[config.mk]
export PLATFORM = sky130hd
export DESIGN_NAME = multiphase_clock_gen_flat
export DESIGN_NICKNAME = d
export VERILOG_FILES = /design/src/rtl/multiphase_clock_gen_if.sv /design/src/rtl/multiphase_clock_gen.sv /design/src/flat_wrapper.sv
export SDC_FILE = /design/constraint.sdc
export NUM_CORES = 1
export LEC_CHECK = 0
export BUFFER_PORTS_ARGS = -buffer_cell sky130_fd_sc_hd__buf_2
export CAP_MARGIN = 5
export CORE_ASPECT_RATIO = 0.5
export CORE_MARGIN = 1.5
export CORE_UTILIZATION = 41
export CTS_CLUSTER_DIAMETER = 30
export DETAILED_ROUTE_END_ITERATION = 7
export PLACE_DENSITY_LB_ADDON = 0.15
export SETUP_SLACK_MARGIN = 0.1
export SYNTH_ARGS = -nofsm -noshare
export SYNTH_HDL_FRONTEND = slang
export SYNTH_SLANG_ARGS = --single-unit
export TNS_END_PERCENT = 5
[constraint.sdc]
create_clock -name clk -period 1.54 [get_ports clk]
set_clock_uncertainty 0.05 [all_clocks]
set_input_delay 0.077 -clock clk [delete_from_list [all_inputs] [get_ports clk]]
set_output_delay 0.077 -clock clk [all_outputs]
set_load 0.01 [all_outputs]
[src/rtl/multiphase_clock_gen_if.sv]
// rtl/multiphase_clock_gen_if.sv - control and phase-output bundle for multiphase_clock_gen
// The master side drives run control; the slave side (the generator) drives phases and status.
interface multiphase_clock_gen_if #(
  parameter int NPHASE = 2,
  parameter int CNT_W  = 16
);
  logic              active;
  logic              mode;
  logic              step;
  logic [NPHASE-1:0] phi;
  logic              cycle_start;
  logic              busy;
  logic [CNT_W-1:0]  cycle_count;

  modport master (
    output active, mode, step,
    input  phi, cycle_start, busy, cycle_count
  );

  modport slave (
    input  active, mode, step,
    output phi, cycle_start, busy, cycle_count
  );
endinterface

[src/rtl/multiphase_clock_gen.sv]
// rtl/multiphase_clock_gen.sv - non-overlapping multiphase clock generator
// Each phase is HIGH_LEN clocks high followed by GAP_LEN all-low clocks; free-run or single-step.
module multiphase_clock_gen #(
  parameter int NPHASE   = 2,
  parameter int HIGH_LEN = 8,
  parameter int GAP_LEN  = 2,
  parameter int CNT_W    = 16
) (
  input  logic                    clk,
  input  logic                    rst,
  multiphase_clock_gen_if.slave   bus
);

  localparam int TMAX = (HIGH_LEN > GAP_LEN) ? HIGH_LEN : GAP_LEN;
  localparam int TW   = (TMAX > 1) ? $clog2(TMAX) : 1;
  localparam int PW   = $clog2(NPHASE);

  localparam logic [TW-1:0] HIGH_LAST  = TW'(HIGH_LEN - 1);
  localparam logic [TW-1:0] GAP_LAST   = TW'(GAP_LEN - 1);
  localparam logic [PW-1:0] PHASE_LAST = PW'(NPHASE - 1);

  typedef enum logic [1:0] {
    IDLE = 2'd0,
    HIGH = 2'd1,
    GAP  = 2'd2
  } state_t;

  state_t            state_q, state_d;
  logic [PW-1:0]     phase_q, phase_d;
  logic [TW-1:0]     tick_q, tick_d;
  logic [CNT_W-1:0]  count_q, count_d;
  logic [NPHASE-1:0] phi_q, phi_d;
  logic              cycle_start_q, cycle_start_d;
  logic              busy_q, busy_d;
  logic              start_req;
  logic              continue_req;

  // In single-step mode only step starts a cycle; in free-run only active does.
  always_comb begin
    start_req    = bus.mode ? bus.step : bus.active;
    continue_req = !bus.mode && bus.active;
  end

  always_comb begin
    state_d = state_q;
    phase_d = phase_q;
    tick_d  = tick_q;
    count_d = count_q;
    case (state_q)
      IDLE: begin
        if (start_req) begin
          state_d = HIGH;
          phase_d = '0;
          tick_d  = '0;
        end
      end
      HIGH: begin
        if (tick_q == HIGH_LAST) begin
          state_d = GAP;
          tick_d  = '0;
        end else begin
          tick_d = tick_q + 1'b1;
        end
      end
      GAP: begin
        if (tick_q != GAP_LAST) begin
          tick_d = tick_q + 1'b1;
        end else if (phase_q != PHASE_LAST) begin
          state_d = HIGH;
          phase_d = phase_q + 1'b1;
          tick_d  = '0;
        end else begin
          // Cycle boundary: the only place mode/active are looked at once running.
          count_d = count_q + 1'b1;
          phase_d = '0;
          tick_d  = '0;
          state_d = continue_req ? HIGH : IDLE;
        end
      end
      default: begin
        state_d = IDLE;
        phase_d = '0;
        tick_d  = '0;
      end
    endcase
  end

  // Outputs are decoded from the next state so the registered copies track the state flops exactly.
  always_comb begin
    phi_d         = '0;
    if (state_d == HIGH) begin
      phi_d = NPHASE'(1) << phase_d;
    end
    busy_d        = (state_d != IDLE);
    cycle_start_d = (state_d == HIGH) && (phase_d == '0) && (tick_d == '0);
  end

  always_ff @(posedge clk or posedge rst) begin
    if (rst) begin
      state_q       <= IDLE;
      phase_q       <= '0;
      tick_q        <= '0;
      count_q       <= '0;
      phi_q         <= '0;
      cycle_start_q <= 1'b0;
      busy_q        <= 1'b0;
    end else begin
      state_q       <= state_d;
      phase_q       <= phase_d;
      tick_q        <= tick_d;
      count_q       <= count_d;
      phi_q         <= phi_d;
      cycle_start_q <= cycle_start_d;
      busy_q        <= busy_d;
    end
  end

  assign bus.phi         = phi_q;
  assign bus.cycle_start = cycle_start_q;
  assign bus.busy        = busy_q;
  assign bus.cycle_count = count_q;

endmodule

[src/flat_wrapper.sv]
// flat-port wrapper written by rule: the top's interface ports become plain ports
module multiphase_clock_gen_flat 
#(
  parameter int NPHASE   = 2,
  parameter int HIGH_LEN = 8,
  parameter int GAP_LEN  = 2,
  parameter int CNT_W    = 16
)
  (clk, rst, bus_active, bus_mode, bus_step, bus_phi, bus_cycle_start, bus_busy, bus_cycle_count);
  multiphase_clock_gen_if #(.NPHASE(NPHASE), .CNT_W(CNT_W)) bus_i ();
  input  logic clk;
  input  logic rst;
  input wire logic [$bits(bus_i.active)-1:0] bus_active;
  input wire logic [$bits(bus_i.mode)-1:0] bus_mode;
  input wire logic [$bits(bus_i.step)-1:0] bus_step;
  output wire logic [$bits(bus_i.phi)-1:0] bus_phi;
  output wire logic [$bits(bus_i.cycle_start)-1:0] bus_cycle_start;
  output wire logic [$bits(bus_i.busy)-1:0] bus_busy;
  output wire logic [$bits(bus_i.cycle_count)-1:0] bus_cycle_count;
  assign bus_i.active = bus_active;
  assign bus_i.mode = bus_mode;
  assign bus_i.step = bus_step;
  assign bus_phi = bus_i.phi;
  assign bus_cycle_start = bus_i.cycle_start;
  assign bus_busy = bus_i.busy;
  assign bus_cycle_count = bus_i.cycle_count;
  multiphase_clock_gen #(.NPHASE(NPHASE), .HIGH_LEN(HIGH_LEN), .GAP_LEN(GAP_LEN), .CNT_W(CNT_W)) u_core (.clk(clk), .rst(rst), .bus(bus_i));
endmodule
==> flow_summary.yaml <==
outcome:
  outcome: "complete, but fails checks"
  violations: "setup timing"
yosys:
  yosysWarnings: 0
  synth_area_um2: 1250
  ys_ff_latch: 26
  async_reset_ff_frac: 1.00
  synth_fp_nets: 115
  synth.distinct_cells: 33
  synth-edff-count: 0
  synthFlopType: "dfrtp_1"
  yosysSeqAreaShare: 0.521
  syn_area_per_cell_um2: 11.8
  syn_inst: 106
timing:
  drv_slew: 0
  max_slew_margin: 0.745
  fin_tns_setup_ps: -2790
  fin_ws_ps: -241
  worst_slew_pin_slew_ps: 382
  layout_min_cycle_time_ps: 1780
  rsz0062_at_grt: "true"
  period_share: 1.16
  finalSetupViolCount: 19
  clock.fmax_ghz: 0.561
  finalHoldViolations: 0
power:
  sw_frac_of_total: 0.300
  netSwitchingPower_mw: 0.604
  power.total_mw: 2.01
  seqPwrFrac: 0.415
  p_int_mw: 1.41
  pwr-share-comb: 0.369
  powerDensity_nw_per_um2: 1210
  clkPwrFrac: 0.216
  p_leak_nw: 0.889
  peakVddDrop_v: 0.000851
clocking:
  htreeDepth: 1
  clkSinkCount: 26
  cts_max_path_buffers: 2
  cts_tree: "done"
  clk_latency_ps: 270
  cts_buffers: 3
  clk_pin_slew_ps: 90
  cts-root-buf: "clkbuf_8"
die:
  placementRows: 13
  die_width_um: 81.0
  pin_count: 25
  die_area_um2: 3410
  core-area_um2: 2730
  initial_utilization: 0.457
  die_h_um: 42.0
placement:
  placedCellCount: 183
  dp_hpwl_mm: 1.77
  port_buffers: 24
  place.gp.congestion: 0.798
critical_path:
  arrival_ps: 1890
  reg2reg_to: "u_core.bus.cycle_count[11]"
  r2r_cells: 7
  worst-path-max-fanout: 4
  crit_required_ps: 1650
  worstSetupPathType: "reg -> reg"
  startpoint_type: "flop"
  critPathLaunch: "u_core.tick_q[1]"
  crit_path_end_kind: "flop"
  rrSetupSlack_ps: -240
  r2r_start: "u_core.tick_q[1]"
layout:
  drive_gt1_frac: 0.464
  synthToLayoutAreaGrowth_pct: 33.7
  final_common_cell: "dfrtp_1"
  fin_nets: 163
  antenna_cells: 0
  multi_input_area_um2: 607
  final_cell_mix: "dfrtp_1 (26), buf_2 (24), buf_4 (19), xnor2_1 (11)"
  final_cells: 190
  regArea_um2: 651
  nFillCells: 236
  fin_util: 0.611
min_path:
  hold-path-endpoint: "u_core.tick_q[0]"
  min_from: "bus_step"
  hold_depth: 3
  hp-class: "in -> reg"
global_routing:
  antenna_found_initial: 0
  track_usage: 0.173
  busiest_layer: "met2"
  grt_max_degree: 27
  grt_pass1_wl_mm: 4.46
  grt_pass1_vias: 1001
  grt_util_met3: 0.0543
  overflow: 0
  grtUsageMet1: 0.212
  met2_usage: 0.297
detailed_routing:
  drtPass1Iterations: 4
  avgViaCountPerCell: 4.83
  ant_nets: 0
  drtIter0Drc: 34
  drc_errors: 0
  wl_per_cell_um: 12.8
  wl_mm: 2.44
  dr_total_vias: 918
job:
  drv_cap: 0
==> how the worst max path moves through the flow <==
stage,endpoint,cells past startpoint
2_1_floorplan,u_core.bus.cycle_count[9],7
3_3_place_gp,u_core.bus.cycle_count[9],7
3_5_place_dp,u_core.bus.cycle_count[10],7
4_1_cts,u_core.bus.cycle_count[11],7
5_1_grt,u_core.bus.cycle_count[10],7
6_report,u_core.bus.cycle_count[11],7
==> per-layer routing <==
layer / up-vias / share of wire
met5: - / 0
met4: 0 / 0.0057
met3: 2 / 0.040
met2: 13 / 0.50
met1: 450 / 0.45
li1: 453 / -
==> critical path, stage by stage (launching register included) <==
cell      delay [ps]
dfrtp_1          400
inv_2             60
ha_2             180
and4bb_2         280
and4_4           280
and3_4           210
nand3_1           90
xnor2_1          140
==> synth_stat cells (2+ instances only) <==
cell type  count  area, um2
and3_4         2       22.5
nand2b_4       2       27.5
nand4_1        2       12.5
ha_1           4       50.1
and2_1         2       12.5
or2_1          2       12.5
xnor2_1       12        105
nor2_1         5       18.8
and4_4         2       22.5
o32ai_1        2       17.5
mux2_2         2       22.5
o21ai_0        4       20.0
inv_1          7       26.3
xor2_1         4       35.0
nand2_1        7       26.3
nand3_1        2       10.0
nand2b_1       2       12.5
dfrtp_1       26        651
nor2b_1        3       18.8
==> stage by stage <==
stage               cell area (um2)  worst slack [ps]  hold slack [ps]
floorplan                      1250              -105             67.0
global placement               1540              -231             96.9
detailed placement             1540              -239              101
CTS                            1640              -247              181
global route                   1670              -313              209
finish                         1670              -241              198
==> layout make-up <==
class                   count  share of cell area
well taps                  37              0.0277
flip-flops and latches     26               0.390
clock buffers               4              0.0330
inverters                   7              0.0157
multi-input cells          71               0.364
repair buffers             45               0.170
==> flip-flops by register name (all words and copies together) (netlist names) <==
register and count:
u_core.phase_q 1, u_core.state_q 2, u_core.bus.busy 1, u_core.bus.cycle_count 16
u_core.bus.phi 2, u_core.tick_q 3, u_core.bus.cycle_start 1
==> power groups by stage <==
stage	Clock (mW)	Combinational [mW]	Sequential, mW
floorplan	0	0.316	0.865
global placement	0	0.641	0.840
detailed placement	0	0.647	0.842
CTS	0.454	0.683	0.831
global route	0.483	0.844	0.850
finish	0.435	0.743	0.836
==> cells by family after synthesis <==
group                      Yosys count  share of synthesized area
and+or+nand+nor                     40                      0.228
muxes                                2                     0.0180
AOI/OAI and AO/OA                    9                     0.0501
DFF                                 26                      0.521
buffers and inverters                9                     0.0301
xor gates and xnor gates            16                      0.112
adders and majority gates            4                     0.0401
==> timing repair <==
item                                   4_1_cts  5_1_grt
pin swaps                                    8        2
setup endpoints to repair                   26       26
endpoints found under the hold margin       26        0
setup buffers                                1        1
resized for setup                            9        7
hold buffers                                 1        0
Note: power is estimated with default switching activity, not from simulation.
